`src/rtl/div_pkg.sv`:
```
// Shared widths, latency and tag layout for the divider scheduler.
package div_pkg;
    localparam int M = 26;
    localparam int N = 14;
    localparam int LAT = M - N;
    localparam int DEPTH = 16;
    localparam logic [M-1:0] DZ_QUOTIENT = {M{1'b1}};

    typedef struct packed {
        logic valid;
        logic id;
        logic dz;
    } tag_t;
endpackage

```
`src/rtl/div_result_fifo.sv`:
```
// Synchronous result FIFO; caller never pushes when full or pops when empty.
module div_result_fifo #(
    parameter int WIDTH = 27,
    parameter int ENTRIES = 16
) (
    input  logic             clk,
    input  logic             rst_n,
    input  logic             push,
    input  logic [WIDTH-1:0] push_data,
    input  logic             pop,
    output logic [WIDTH-1:0] pop_data,
    output logic             not_empty
);
    localparam int AW = (ENTRIES > 1) ? $clog2(ENTRIES) : 1;
    localparam int CW = $clog2(ENTRIES + 1);

    logic [WIDTH-1:0] mem_q [ENTRIES];
    logic [AW-1:0] wr_q, wr_d;
    logic [AW-1:0] rd_q, rd_d;
    logic [CW-1:0] count_q, count_d;

    always_comb begin
        wr_d = wr_q;
        rd_d = rd_q;
        count_d = count_q;
        if (push) begin
            wr_d = (wr_q == AW'(ENTRIES - 1)) ? '0 : wr_q + 1'b1;
        end
        if (pop) begin
            rd_d = (rd_q == AW'(ENTRIES - 1)) ? '0 : rd_q + 1'b1;
        end
        if (push && !pop) begin
            count_d = count_q + 1'b1;
        end else if (!push && pop) begin
            count_d = count_q - 1'b1;
        end
    end

    always_ff @(posedge clk) begin
        if (!rst_n) begin
            wr_q <= '0;
            rd_q <= '0;
            count_q <= '0;
        end else begin
            wr_q <= wr_d;
            rd_q <= rd_d;
            count_q <= count_d;
        end
    end

    always_ff @(posedge clk) begin
        if (push) begin
            mem_q[wr_q] <= push_data;
        end
    end

    assign pop_data = mem_q[rd_q];
    assign not_empty = (count_q != '0);
endmodule

```
`src/rtl/div_scheduler.sv`:
```
// Round-robin sharing of one pipelined divider between two requesters,
// with credit-based flow control into per-requester result FIFOs.
module div_scheduler
    import div_pkg::*;
(
    input  logic         clk,
    input  logic         rst_n,
    input  logic         req0_valid,
    output logic         req0_ready,
    input  logic [M-1:0] req0_dividend,
    input  logic [N-1:0] req0_divisor,
    input  logic         req1_valid,
    output logic         req1_ready,
    input  logic [M-1:0] req1_dividend,
    input  logic [N-1:0] req1_divisor,
    output logic         res0_valid,
    input  logic         res0_ready,
    output logic [M-1:0] res0_quotient,
    output logic         res0_dz,
    output logic         res1_valid,
    input  logic         res1_ready,
    output logic [M-1:0] res1_quotient,
    output logic         res1_dz,
    output logic [M-1:0] div_dividend,
    output logic [N-1:0] div_divisor,
    input  logic [M-1:0] div_quotient,
    output logic         busy
);
    localparam int CW = $clog2(DEPTH + 1);

    logic [CW-1:0] credit0_q, credit0_d;
    logic [CW-1:0] credit1_q, credit1_d;
    logic          prio_q, prio_d;
    logic [M-1:0]  div_dividend_q, div_dividend_d;
    logic [N-1:0]  div_divisor_q, div_divisor_d;
    tag_t          tag_q [LAT+1];
    tag_t          tag_d [LAT+1];

    logic elig0, elig1, grant0, grant1;
    logic pop0, pop1, push0, push1;
    logic nempty0, nempty1, tags_busy;
    tag_t tag_out;
    logic [M:0] push_data, pop_data0, pop_data1;

    always_comb begin
        elig0 = rst_n && req0_valid && (credit0_q != '0);
        elig1 = rst_n && req1_valid && (credit1_q != '0);
        grant0 = elig0 && (!elig1 || !prio_q);
        grant1 = elig1 && (!elig0 || prio_q);
        prio_d = prio_q;
        if (grant0) begin
            prio_d = 1'b1;
        end else if (grant1) begin
            prio_d = 1'b0;
        end
    end

    // Credits reserve a FIFO slot at issue, so a push can never overflow.
    always_comb begin
        credit0_d = credit0_q;
        credit1_d = credit1_q;
        if (grant0 && !pop0) begin
            credit0_d = credit0_q - 1'b1;
        end else if (!grant0 && pop0) begin
            credit0_d = credit0_q + 1'b1;
        end
        if (grant1 && !pop1) begin
            credit1_d = credit1_q - 1'b1;
        end else if (!grant1 && pop1) begin
            credit1_d = credit1_q + 1'b1;
        end
    end

    always_comb begin
        div_dividend_d = '0;
        div_divisor_d = N'(1);
        tag_d[0] = '0;
        unique case (1'b1)
            grant0: begin
                div_dividend_d = req0_dividend;
                if (req0_divisor != '0) begin
                    div_divisor_d = req0_divisor;
                end
                tag_d[0] = '{valid: 1'b1, id: 1'b0,
                             dz: (req0_divisor == '0)};
            end
            grant1: begin
                div_dividend_d = req1_dividend;
                if (req1_divisor != '0) begin
                    div_divisor_d = req1_divisor;
                end
                tag_d[0] = '{valid: 1'b1, id: 1'b1,
                             dz: (req1_divisor == '0)};
            end
            default: ;
        endcase
        for (int i = 1; i <= LAT; i++) begin
            tag_d[i] = tag_q[i-1];
        end
    end

    always_ff @(posedge clk) begin
        if (!rst_n) begin
            credit0_q <= CW'(DEPTH);
            credit1_q <= CW'(DEPTH);
            prio_q <= 1'b0;
            div_dividend_q <= '0;
            div_divisor_q <= N'(1);
            for (int i = 0; i <= LAT; i++) begin
                tag_q[i] <= '0;
            end
        end else begin
            credit0_q <= credit0_d;
            credit1_q <= credit1_d;
            prio_q <= prio_d;
            div_dividend_q <= div_dividend_d;
            div_divisor_q <= div_divisor_d;
            for (int i = 0; i <= LAT; i++) begin
                tag_q[i] <= tag_d[i];
            end
        end
    end

    always_comb begin
        tags_busy = 1'b0;
        for (int i = 0; i <= LAT; i++) begin
            tags_busy = tags_busy | tag_q[i].valid;
        end
    end

    // tag_q[LAT] lines up with the quotient of the op it describes.
    assign tag_out = tag_q[LAT];
    assign push0 = rst_n && tag_out.valid && !tag_out.id;
    assign push1 = rst_n && tag_out.valid && tag_out.id;
    assign push_data = {tag_out.dz ? DZ_QUOTIENT : div_quotient,
                        tag_out.dz};

    assign pop0 = rst_n && nempty0 && res0_ready;
    assign pop1 = rst_n && nempty1 && res1_ready;

    div_result_fifo #(
        .WIDTH(M + 1),
        .ENTRIES(DEPTH)
    ) u_fifo0 (
        .clk(clk),
        .rst_n(rst_n),
        .push(push0),
        .push_data(push_data),
        .pop(pop0),
        .pop_data(pop_data0),
        .not_empty(nempty0)
    );

    div_result_fifo #(
        .WIDTH(M + 1),
        .ENTRIES(DEPTH)
    ) u_fifo1 (
        .clk(clk),
        .rst_n(rst_n),
        .push(push1),
        .push_data(push_data),
        .pop(pop1),
        .pop_data(pop_data1),
        .not_empty(nempty1)
    );

    assign req0_ready = grant0;
    assign req1_ready = grant1;
    assign res0_valid = rst_n && nempty0;
    assign res1_valid = rst_n && nempty1;
    assign res0_quotient = pop_data0[M:1];
    assign res0_dz = pop_data0[0];
    assign res1_quotient = pop_data1[M:1];
    assign res1_dz = pop_data1[0];
    assign div_dividend = div_dividend_q;
    assign div_divisor = div_divisor_q;
    assign busy = rst_n && (tags_busy || nempty0 || nempty1);
endmodule

```
`config.mk`:
```
export PLATFORM = sky130hd
export DESIGN_NAME = div_scheduler
export DESIGN_NICKNAME = d
export VERILOG_FILES = /design/src/rtl/div_pkg.sv /design/src/rtl/div_result_fifo.sv /design/src/rtl/div_scheduler.sv
export SDC_FILE = /design/constraint.sdc
export NUM_CORES = 1
export LEC_CHECK = 0
export BUFFER_PORTS_ARGS = -buffer_cell sky130_fd_sc_hd__buf_2
export CORE_ASPECT_RATIO = 0.5
export CORE_MARGIN = 2
export CORE_UTILIZATION = 58
export DETAILED_ROUTE_END_ITERATION = 8
export GPL_TIMING_DRIVEN = 0
export PLACE_DENSITY = 0.76
export SKIP_LAST_GASP = 1
export SLEW_MARGIN = 20
export SYNTH_ARGS = -nofsm -noshare
export SYNTH_HDL_FRONTEND = slang
export SYNTH_SLANG_ARGS = --single-unit
```
`constraint.sdc`:
```
create_clock -name clk -period 5.1 [get_ports clk]
set_input_delay 0.255 -clock clk [delete_from_list [all_inputs] [get_ports clk]]
set_output_delay 0.255 -clock clk [all_outputs]
set_load 0.03 [all_outputs]
```
# After elaboration in Yosys (flattened, before gate mapping)

Memories as Yosys holds them, arrays and structs flattened. A register that Yosys moved wholly into a read port is not among the register bits.
Cells that the tools add are included.

Bits in registers: 77
Logic and storage cells: 147
ROM bits: 0
Memories: 3
Latch bits: 0
Memory bits (writable): 903
Bits of input ports: 112
Output and inout port bits: 99

Mux-type cells: 43
Div/mod/pow operators: 0
Shifts and indexed selects: 0
Reduce and logical (&&, ||, !) cells: 49
Equal/unequal tests: 4
Add/subtract/negate cells: 12
$mul: 0
Bitwise logic cells: 25
Order comparisons: 0

Memory list:

| memory        | words | bits a word | rd ports | clocked after Yosys merged registers in | write ports | line                  | RTL |
|---|---|---|---|---|---|---|---|
| u_fifo0.mem_q | 16    | 27          | 1        | 1                                       | 1           | div_result_fifo.sv:17 | `logic [WIDTH-1:0] mem_q [ENTRIES];` |
| u_fifo1.mem_q | 16    | 27          | 1        | 1                                       | 1           | div_result_fifo.sv:17 |  |
| tag_q         | 13    | 3           | 13       | 0                                       | 13          | div_scheduler.sv:36   | `tag_t tag_q [LAT+1];` |

Operator list:

| operator              | number |
|---|---|
| $pmux W26 S2          | 1 |
| $mux W5               | 8 |
| $mux W3               | 13 |
| $mux W4               | 8 |
| $logic_not A14 Y1     | 2 |
| $mux W14              | 2 |
| $pmux W14 S2          | 1 |
| $reduce_bool A14 Y1   | 2 |
| $mux W26              | 1 |
| $or A1 B1 Y1          | 25 |
| $logic_and A1 B1 Y1   | 22 |
| $add A5 B1 Y5 const B | 4 |
| $reduce_bool A5 Y1    | 4 |
| $sub A5 B1 Y5 const B | 4 |
| $add A4 B1 Y4 const B | 4 |
| $eq A4 B4 Y1 const B  | 4 |
| $logic_not A1 Y1      | 10 |
| $reduce_bool A2 Y1    | 5 |
| $mux W1               | 8 |
| $pmux W3 S2           | 1 |
| $logic_or A1 B1 Y1    | 4 |

# Logic depth before layout (Yosys ltp)

Gate-level depths: netlist (run 1).

Depth after elaboration: 15
Mapped depth: 13

# By module

From an unflattened synthesis (run 1), not the netlist that was laid out.

Cells, all modules: 1,855
Area, all modules: 37,762.5 sq um

Modules (own cells, without submodules):

| module                     | times used | area each (sq um) | cells each |
|---|---|---|---|
| div_result_fifo at u_fifo0 | 1          | 17,206.5          | 771 |
| div_result_fifo at u_fifo1 | 1          | 17,205.3          | 771 |
| div_scheduler              | 1          | 3,350.7           | 313 |

# Least setup slack after synthesis (run 1)

OpenSTA, ideal clock, no wires.

Path kind: input port to flip-flop
From: input port rst_n
To: memory u_fifo1.mem_q[3][0], enable pin
Arrival time: 2.892 ns
Buffers on the path: 1
Setup slack: 1.763 ns
Setup time: 0.445 ns
Stages on the path: 5
Required time: 4.655 ns
Path through: clkbuf_1 -> nand3_1 -> inv_1 -> nand2_1 -> nor3_1

Cells in the longest elaborated chain, start to end: 4

Ends and longest elaborated chain:

| what                              | line                  | RTL |
|---|---|---|
| start, declared                   | div_scheduler.sv:7    | `input logic rst_n,` |
| $logic_and A1 B1 Y1 (2 in series) | div_scheduler.sv:134  | `assign push1 = rst_n && tag_out.valid && tag_out.id;` |
| named net push1                   | div_scheduler.sv:40   | `logic pop0, pop1, push0, push1;` |
| $mux W1                           | div_result_fifo.sv:52 | `if (push) begin` |
| $mux W1 (implied by the code)     | div_result_fifo.sv:53 | `mem_q[wr_q] <= push_data;` |
| end, declared                     | div_result_fifo.sv:17 |  |

The timed path passes the listed nets, and every way through them passes these cells.

# Worst setup path after layout (run 1)

From: register credit1_q[0]
To: register credit0_q[4]

Cells in the longest elaborated chain, start to end: 8

Ends and longest elaborated chain:

| what                         | line                 | RTL |
|---|---|---|
| start, declared              | div_scheduler.sv:32  | `logic [CW-1:0] credit1_q, credit1_d;` |
| start signal, assigned       | div_scheduler.sv:105 | `credit1_q <= CW'(DEPTH);` |
| start signal, assigned       | div_scheduler.sv:114 | `credit1_q <= credit1_d;` |
| $reduce_bool A5 Y1 (*)       | div_scheduler.sv:47  | `elig1 = rst_n && req1_valid && (credit1_q != '0);` |
| $logic_and A1 B1 Y1 (*)      | div_scheduler.sv:47  |  |
| $logic_not A1 Y1 (*)         | div_scheduler.sv:48  | `grant0 = elig0 && (!elig1 \|\| !prio_q);` |
| $logic_or A1 B1 Y1 (*)       | div_scheduler.sv:48  |  |
| $logic_and A1 B1 Y1 (*)      | div_scheduler.sv:48  |  |
| $logic_not A1 Y1             | div_scheduler.sv:64  | `end else if (!grant0 && pop0) begin` |
| $logic_and A1 B1 Y1          | div_scheduler.sv:64  |  |
| $reduce_bool A2 Y1 (no line) | -                    |  |
| end signal, assigned         | div_scheduler.sv:104 | `credit0_q <= CW'(DEPTH);` |
| end signal, assigned         | div_scheduler.sv:113 | `credit0_q <= credit0_d;` |
| end, declared                | div_scheduler.sv:31  | `logic [CW-1:0] credit0_q, credit0_d;` |

Mark *: on every way between the ends. The rest lies on a longest branch, timed or not.
A chain may end at the register's enable or synchronous reset.

==> run_results.csv, run 1 <==
group,metric,value,unit
outcome,status,"finished clean",
floorplanning,die_h,184,microns
final_layout,utilization,0.695,
final_layout,fin_cells,3088,
critical_path,endpoint,"credit0_q[4]",
detailed_routing,vias,19500,
critical_path,worstPathArrival,4.10,ns
detailed_routing,antenna_left,0,
global_route,gr-total-overflow,0,
placement,portBuffers,210,
logic_synthesis,synth_edf_count,864,
critical_path,required,5.60,ns
clocking,hold_buffers,82,
flow_run,max_cap_violations,0,
clocking,clock_path_buffers,3,
timing,fmax,278,MHz
logic_synthesis,seq_area_frac_synth,0.757,
critical_path,rrSetupSlack,1.50,ns
global_route,first_global_vias,20400,
critical_path,cp_max_fo,11,
floorplanning,row_count,65,
timing,rsz0062_at_grt,"no",
global_route,grt_pass1_wl,131000,microns
clocking,insertion_delay,0.63,ns
final_layout,layout-area-overhead-vs-synth,17.6,%
clocking,cts_max_level,3,
logic_synthesis,ys.flop_type,"edfxtp_1",
power,comb_power_share,0.038,
power,p_leak,0.0145,uW
clocking,cts_setup_buffers,0,
detailed_routing,drc,0,
clocking,cts_resized,0,
timing,hold_viol,0,
logic_synthesis,yosysWarnings,0,
final_layout,regArea,28400,sq um
critical_path,startpoint_type,"flop",
timing,whs,0.0514,ns
critical_path,reg2reg_depth,12,
detailed_routing,routed_wirelength,87900,microns
detailed_routing,dr.pass1.iters,6,
critical_path,rr_endpoint,"credit0_q[4]",
detailed_routing,via_per_inst,6.33,
logic_synthesis,synth_fp_nets,1871,
clocking,clk_pin_slew,0.07,ns
power,power.share.sequential,0.554,
power,p_sw_frac,0.205,
global_route,track_usage,0.271,
floorplanning,die-area,66900,sq um
power,p_per_area,361,nW/um^2
critical_path,crit_family,"simple AND/OR/NAND/NOR gates",
timing,relSlewSlack,0.358,
final_layout,multi_input_area,8710,sq um
timing,tightestPinTransition,0.962,ns
critical_path,crit-reg2reg-launch,"credit1_q[0]",
placement,place_congestion,0.929,
critical_path,cp.depth,12,
global_route,antenna_found_initial,1,
power,finalPower,15900,uW
global_route,grt_max_degree,41,
logic_synthesis,synth_cells,1729,
timing,min_period,3.60,ns
detailed_routing,wl_per_cell,28.5,microns
logic_synthesis,yosys.cell_types.count,52,
placement,dp_cells,2854,
clocking,cts_tree,"built",
floorplanning,coreArea,63500,sq um
detailed_routing,drt-initial-drc-count,2455,
final_layout,num-nets-final,2293,
power,ir_drop,232,uV
clocking,cts_made_buffers,84,
timing,min_period_over_period,0.706,
critical_path,crit_slowest_cell,"nor3b_1",
critical_path,path_class,"flop to flop",
worst_hold_path,hp-class,"input pin to flop",
logic_synthesis,synth_async_sr_flop_share,0,
final_layout,drive_gt1_frac,0.339,
placement,dp_hpwl,52000,microns
timing,setup_viol,0,
timing,fin_ws,1.50,ns
critical_path,critPathLaunch,"credit1_q[0]",
clocking,clock-root-buffer,"clkbuf_16",
floorplanning,die_w,364,microns
final_layout,antenna_cells,0,
clocking,cts.sinks,988,
critical_path,crit_buf_inv,2,
logic_synthesis,ys_seq_elements,988,
power,internal_power,12700,uW
power,clkPwrFrac,0.408,
floorplanning,ios,211,
timing,fin_skew,0.0273,ns
power,netSwitchingPower,3260,uW
logic_synthesis,netlist_area,37500,sq um
timing,final-max-slew-violation-count,0,
critical_path,crit_chain,"nor3_1 -> a21oi_1 -> nor3b_1 -> clkbuf_1 -> ha_1 -> inv_1 -> fa_1 -> nor2b_1 -> o21ai_0 -> nand3_1 -> or3b_1 -> mux2_2",
final_layout,fill_cells,3657,
critical_path,cpPeakStageDelay,0.48,ns
logic_synthesis,avgSynthCellArea,21.7,sq um
placement,pre_cts_ws,1.57,ns
floorplanning,start_util,0.591,
critical_path,critPathCaptureType,"flop",
## synthesized netlist by cell type, types with 2 or more instances
cell type,number,share of area
edfxtp_1,864,0.69
mux4_2,270,0.16
dfxtp_1,124,0.066
and2_1,73,0.012
clkbuf_1,42,0.0042
a22o_1,40,0.0093
nand2_1,38,0.0038
buf_2,31,0.0041
ha_1,26,0.0087
or2_2,26,0.0043
inv_1,23,0.0023
nor2_1,21,0.0021
o21ai_0,18,0.0024
a21oi_1,14,0.0019
nand3_1,10,0.0013
nor4_1,10,0.0017
nor2b_1,8,0.0013
nor3_1,8,0.0011
xnor2_1,8,0.0019
xor2_1,7,0.0016
a21o_1,6,0.0012
buf_8,6,0.0024
mux2i_1,5,0.0013
nand2b_1,5,0.00083
fa_1,4,0.0021
a21boi_0,3,0.00060
and3_1,3,0.00050
buf_1,3,0.00030
nor3b_1,3,0.00060
a311oi_1,2,0.00047
buf_6,2,0.00060
mux2_2,2,0.00060
nand4_1,2,0.00033
o2111a_1,2,0.00060
or3b_1,2,0.00047
or4_1,2,0.00040
## power by group through the flow
stage / combinational, uW / clock (uW) / sequential (uW)
2_1_floorplan: 294 / 0 / 9050
3_3_place_gp: 521 / 0 / 9000
3_5_place_dp: 534 / 0 / 9000
4_1_cts: 594 / 6550 / 8820
5_1_grt: 649 / 6850 / 8830
6_report: 605 / 6500 / 8830
## how the worst min path moves through the flow
stage,slack [ns],depth (start not counted),startpoint,endpoint
floorplan,0.38,1,req0_dividend[0],div_dividend[0]
global placement,0.41,1,tag_q[0][19],tag_q[0][22]
detailed placement,0.42,1,tag_q[0][0],tag_q[0][3]
CTS,0.02,3,req0_divisor[4],tag_q[0][0]
global route,0.02,3,req0_divisor[4],tag_q[0][0]
finish,0.05,3,req0_divisor[4],tag_q[0][0]
## logic make-up (layout without fill, tap and decap cells)
group                    after synthesis  in the layout  synth area share
AND/OR/NAND/NOR                      214            214            0.0315
AO/OA/AOI/OAI                         96             96            0.0188
buffers and inverters                109            597            0.0143
XOR/XNOR                              15             15           0.00350
flip-flops                           988            988             0.757
multiplexers                         277            277             0.164
adder cells (fa/ha/maj)               30             30            0.0108
## worst min-delay path: stages
cell	delay [ns]
buf_2	0.11
nor4_1	0.07
a22o_1	0.17
## registers in the layout, indices dropped and copies added, names as in the netlist, named ones only
register         flops
div_divisor         14
u_fifo0.wr_q         4
tag_q               39
u_fifo1.count_q      5
div_dividend        26
u_fifo0.rd_q         4
prio_q               1
u_fifo1.rd_q         4
credit0_q            5
u_fifo0.count_q      5
u_fifo1.mem_q      432
u_fifo1.wr_q         4
u_fifo0.mem_q      432
credit1_q            5
## stage by stage
step | TNS [ns] | area, sq um
after CTS | 0 | 44100
after global routing | 0 | 44100
after global placement | -104.08 | 39700
after detailed placement | 0 | 40600
after floorplan | 0 | 37500
final | 0 | 44100
## cell usage in the layout, fill, tap and decap left out, types with 7 or more instances in the layout
cell / n
edfxtp_1: 864
buf_12: 19
clkinv_1: 19
buf_4: 12
and2_2: 16
dfxtp_1: 123
a21oi_1: 14
clkbuf_16: 86
dlygate4sd3_1: 82
nand2_1: 38
clkinv_2: 15
clkbuf_1: 51
buf_2: 241
ha_1: 26
bufinv_16: 10
nor2_4: 12
xnor2_1: 8
and2_1: 57
a22o_1: 40
o21ai_0: 18
nor2b_1: 8
xor2_1: 7
nor2_1: 9
buf_6: 7
or2_2: 26
inv_1: 23
mux4_2: 270
buf_16: 9
nand3_1: 10
nor4_1: 10
## layout make-up
cell class / count / share of cell area
Tap cell: 871 / 0.0247
Sequential cell: 988 / 0.644
Clock inverter: 56 / 0.0126
Inverter: 23 / 0.00196
Buffer: 86 / 0.0102
Timing Repair Buffer: 336 / 0.0598
Clock buffer: 96 / 0.0496
Multi-Input combinational cell: 632 / 0.197
## per-layer routing
layer	vias up	part of all wire	global-route usage
met5	-	0.00015	0
met2	1306	0.49	0.443
met4	2	0.028	0.0772
li1	7973	-	-
met3	180	0.097	0.0562
met1	10100	0.38	0.376
Power figures use the tool's default switching activity.
==> run 2: changes to the inputs <==
- clock period: 5.1 -> 3.4 ns (I/O delays scaled with it)
==> run_results.csv, run 2 (synthesis gave the netlist of run 1 again) <==
group,metric,value,unit
power,finalPower,23900,uW
power,p_sw_frac,0.204,
final_layout,drive_gt1_frac,0.344,
detailed_routing,dr.pass1.iters,5,
timing,hold_viol,0,
power,netSwitchingPower,4880,uW
timing,fin_skew,0.0282,ns
critical_path,rr_endpoint,"credit1_q[4]",
power,comb_power_share,0.038,
power,clkPwrFrac,0.407,
critical_path,cp_max_fo,10,
detailed_routing,via_per_inst,6.31,
final_layout,fill_cells,3633,
placement,portBuffers,210,
detailed_routing,wl_per_cell,28.5,microns
timing,relSlewSlack,0.352,
floorplanning,start_util,0.591,
power,p_leak,0.0145,uW
clocking,cts_tree,"built",
critical_path,crit-reg2reg-launch,"credit0_q[1]",
detailed_routing,antenna_left,0,
timing,min_period_over_period,0.980,
final_layout,top_regs,"u_fifo0.mem_q: 432 flops, u_fifo1.mem_q: 432 flops, tag_q: 39 flops",
floorplanning,ios,211,
detailed_routing,highest_layer,"met5",
critical_path,critPathCaptureType,"output pin",
power,ir_drop,345,uV
worst_hold_path,hold_path_depth,5,
global_route,track_usage,0.270,
clocking,clock_path_buffers,3,
floorplanning,row_count,65,
critical_path,worstPathArrival,3.16,ns
power,internal_power,19000,uW
final_layout,antenna_cells,0,
floorplanning,die-area,66900,sq um
clocking,cts.sinks,988,
placement,place_congestion,0.929,
final_layout,final_common_cell,"edfxtp_1",
critical_path,crit_top_cell,"buf_2",
power,p_per_area,540,nW/um^2
final_layout,fin_cells,3092,
timing,min_period,3.33,ns
clocking,cts_max_level,3,
final_layout,layout_common_cells,"edfxtp_1, mux4_2, buf_2",
detailed_routing,routed_wirelength,88000,microns
critical_path,cpPeakStageDelay,0.66,ns
final_layout,num-nets-final,2297,
placement,dp_hpwl,52000,microns
timing,setup_viol,0,
critical_path,crit_slowest_cell,"dfxtp_1",
critical_path,startpoint_type,"flop",
floorplanning,coreArea,63500,sq um
critical_path,crit_buf_inv,3,
timing,final-max-slew-violation-count,0,
detailed_routing,wl_met3,8470,microns
global_route,first_global_vias,20500,
global_route,antenna_found_initial,1,
floorplanning,die_w,364,microns
placement,dp_cells,2854,
clocking,clk_pin_slew,0.07,ns
power,power.share.sequential,0.554,
outcome,status,"finished clean",
critical_path,cp.depth,5,
critical_path,reg2reg_depth,12,
critical_path,crit_family,"buffers and inverters",
critical_path,path_class,"flop to output pin",
detailed_routing,vias,19500,
flow_run,max_cap_violations,0,
timing,tightestPinTransition,0.972,ns
worst_hold_path,hp-start,"req0_divisor[9]",
global_route,grt_pass1_wl,131000,microns
global_route,gr-total-overflow,0,
critical_path,crit_chain,"buf_2 -> buf_2 -> mux4_2 -> mux4_2 -> buf_2",
detailed_routing,drt-initial-drc-count,2481,
detailed_routing,wirelength_met1,33800,microns
global_route,grt_max_degree,41,
critical_path,rrSetupSlack,0.18,ns
timing,fmax,300,MHz
worst_hold_path,hp-class,"input pin to flop",
floorplanning,die_h,184,microns
detailed_routing,met2WireLength,43400,microns
clocking,cts_made_buffers,84,
clocking,insertion_delay,0.63,ns
detailed_routing,drc,0,
worst_hold_path,hold_end,"tag_q[0][0]",
critical_path,required,3.23,ns
final_layout,layout-area-overhead-vs-synth,17.8,%
clocking,clock-root-buffer,"clkbuf_16",
-- run 2: worst max-delay path by stage --
stage                      endpoint  slack, ns
2_1_floorplan          credit0_q[4]       0.12
3_3_place_gp   u_fifo1.mem_q[3][10]      -2.62
3_5_place_dp           credit0_q[4]      -0.13
4_1_cts                credit0_q[4]     0.0006
5_1_grt                credit0_q[4]     -0.005
6_report          res0_quotient[20]       0.07
-- run 2: cell type report --
cell class / instances / area (sq um) / area share
clock inverter: 56 / 554 / 0.0125
inverter: 23 / 86.3 / 0.00195
tap: 871 / 1090 / 0.0246
timing repair buffer: 341 / 2680 / 0.0606
clock buffer: 96 / 2190 / 0.0495
buffer: 85 / 470 / 0.0106
multi-input combinational: 632 / 8740 / 0.198
sequential: 988 / 28400 / 0.643
-- run 2: layer usage --
metal  global-route usage  up-vias
li1                     -     7982
met1                0.376    10100
met2                0.440     1239
met3               0.0564      173
met4               0.0775        2
met5                    0        -
-- run 2: stage by stage --
stage / hold WS (ns) / cell area, sq um / TNS (ns) / worst slack [ns] / util
5_1_grt: 0.0286 / 44200 / -0.00463 / -0.00463 / 0.696
2_1_floorplan: 0.295 / 37500 / 0 / 0.125 / -
3_3_place_gp: 0.380 / 39700 / -574.92 / -2.62 / 0.625
4_1_cts: 0.00455 / 44200 / 0 / 0.000569 / 0.695
3_5_place_dp: 0.383 / 40600 / -0.190 / -0.130 / 0.639
6_report: 0.0473 / 44200 / 0 / 0.0665 / 0.696
-- run 2: repair_timing --
action                                  CTS  global route
gates cloned                              0             0
pin swaps                                 0             3
gates resized for setup                   7             9
endpoints found under the setup margin   32             2
hold endpoints to repair                 43             0
hold buffers                             84             0
setup buffers                             0             3
-- run 2: tightest hold or removal path: stages --
cell and delay (ns):
buf_2 0.10, nor4_1 0.05, nand2_1 0.06, nor4_1 0.06, a22o_1 0.17
-- run 2: power by group through the flow --
| stage | Clock, uW | Sequential (uW) | Combinational, uW |
|---|---|---|---|
| 2_1_floorplan | 0 | 13600 | 442 |
| 3_3_place_gp | 0 | 13500 | 782 |
| 3_5_place_dp | 0 | 13500 | 801 |
| 4_1_cts | 9830 | 13200 | 894 |
| 5_1_grt | 10300 | 13200 | 985 |
| 6_report | 9730 | 13200 | 919 |
==> run 3: changes to the inputs <==
- MAX_ROUTING_LAYER: default -> met4
- PLACE_DENSITY: 0.76 -> default
- PLACE_DENSITY_LB_ADDON: default -> 0.1
- REMOVE_ABC_BUFFERS: default -> 1
==> run_results.csv, run 3 (synthesis gave the netlist of run 1 again) <==
group,metric,value,unit
final_layout,antenna_cells,0,
clocking,clock-root-buffer,"clkbuf_16",
clocking,cts_made_buffers,83,
critical_path,critPathCaptureType,"flop",
final_layout,post-route-cell-area,44300,sq um
detailed_routing,drc,0,
global_route,track_usage,0.270,
final_layout,layout_common_cells,"edfxtp_1, mux4_2, buf_2",
power,p_per_area,534,nW/um^2
floorplanning,die_w,364,microns
power,clkPwrFrac,0.403,
floorplanning,die-area,66900,sq um
detailed_routing,wl_per_cell,28.2,microns
detailed_routing,vias,18800,
critical_path,critPathLaunch,"credit0_q[1]",
global_route,first_global_vias,19900,
global_route,grt_max_degree,89,
final_layout,drive_gt1_frac,0.344,
timing,rsz0062_at_grt,"yes",
power,ir_drop,346,uV
floorplanning,coreArea,63500,sq um
floorplanning,ios,211,
final_layout,top_regs,"u_fifo0.mem_q: 432 flops, u_fifo1.mem_q: 432 flops, tag_q: 39 flops",
timing,relSlewSlack,0.449,
critical_path,startpoint_type,"flop",
clocking,clk_pin_slew,0.07,ns
power,p_leak,0.0144,uW
timing,tightestPinTransition,0.825,ns
timing,hold_viol,0,
final_layout,num-nets-final,2238,
timing,setup_viol,0,
floorplanning,start_util,0.591,
placement,portBuffers,210,
clocking,cts_tree,"built",
clocking,clock_path_buffers,3,
detailed_routing,routed_wirelength,85600,microns
timing,fin_skew,0.0163,ns
global_route,grt_pass1_wl,125000,microns
critical_path,crit-reg2reg-launch,"credit0_q[1]",
placement,dp_hpwl,50000,microns
final_layout,layout-area-overhead-vs-synth,18.1,%
critical_path,path_class,"flop to flop",
floorplanning,row_count,65,
clocking,cts_max_level,3,
outcome,status,"finished clean",
global_route,gr-total-overflow,0,
clocking,insertion_delay,0.63,ns
power,comb_power_share,0.038,
flow_run,max_cap_violations,0,
worst_hold_path,hp-class,"input pin to flop",
detailed_routing,antenna_left,0,
clocking,cts.sinks,988,
floorplanning,die_h,184,microns
timing,min_period,3.31,ns
detailed_routing,via_per_inst,6.21,
critical_path,cp_max_fo,5,
placement,dpl-instance-area,40700,sq um
timing,finalSetupTns,0,ns
power,p_sw_frac,0.203,
timing,fmax,302,MHz
critical_path,worstPathArrival,3.82,ns
final_layout,final_common_cell,"edfxtp_1",
power,netSwitchingPower,4800,uW
power,power.share.sequential,0.559,
placement,place_congestion,0.878,
critical_path,required,3.91,ns
timing,final-max-slew-violation-count,0,
detailed_routing,dr.pass1.iters,6,
timing,min_period_over_period,0.973,
power,internal_power,18900,uW
detailed_routing,drt-initial-drc-count,2031,
worst_hold_path,hp-start,"rst_n",
global_route,antenna_found_initial,0,
run 3: changes by cell type in the layout (fill, tap and decap cells not counted), moves of 7 or more:
cell	before	now
buf_2	240	209
clkbuf_1	47	22
buf_16	9	33
dfxtp_1	123	115
buf_8	7	0
run 3: per-stage QoR:
stage / setup slack, ns / total power [uW] / instances / hold WS [ns] / utilization
final: 0.0934 / 23700 / 3032 / 0.139 / 0.698
after global routing: -0.0430 / 24300 / 3032 / 0.150 / 0.698
after CTS: -0.167 / 23800 / 3025 / 0.0148 / 0.697
after detailed placement: -0.865 / 14300 / 2789 / 0.384 / 0.641
after global placement: -4.34 / 14300 / 2724 / 0.380 / 0.618
after floorplan: -2.50 / 14000 / 1643 / 0.288 / -
run 3: final timing paths:
check / slack [ns] / endpoint / cells after the start
worst max-delay path: 0.09 / credit1_q[4] / 11
worst max register to register: 0.09 / credit1_q[4] / 11
worst min-delay path: 0.14 / u_fifo0.count_q[4] / 3
worst min register to register: 0.43 / tag_q[1][6] / 1
run 3: power by group through the flow:
stage / combinational (uW) / clock, uW / sequential [uW]
floorplan: 405 / 0 / 13600
global placement: 715 / 0 / 13600
detailed placement: 786 / 0 / 13500
CTS: 879 / 9660 / 13200
global route: 964 / 10100 / 13200
finish: 902 / 9550 / 13200
run 3: repair_timing:
item | 4_1_cts | 5_1_grt
hold endpoints to repair | 42 | 1
hold buffers | 84 | 1
pin swaps | 0 | 1
endpoints found under the setup margin | 26 | 2
cloned | 2 | 0
resized for setup | 1 | 5
buffers inserted | 0 | 6
run 3: final cells by class:
type,count,area (sq um)
clock buffers,109,2260
fillers,3780,19200
repair buffers,366,3280
well taps,871,1090
clock inverters,41,409
inverters,23,90.1
multi-input cells,634,8750
flip-flops and latches,988,28500
run 3: layer usage:
metal  part of all wire  track usage
met1               0.40        0.361
met2               0.50        0.434
met3              0.077       0.0503
met4              0.024       0.0722
met5                  0            -
run 3: critical path: stages (launching register included):
cell,delay (ns)
dfxtp_1,0.34
or4_4,0.58
o21ai_4,0.20
o2111a_2,0.28
ha_2,0.24
inv_1,0.09
fa_1,0.40
nor2b_1,0.12
o21ai_0,0.13
nand3_1,0.14
or3b_1,0.38
mux2_2,0.28
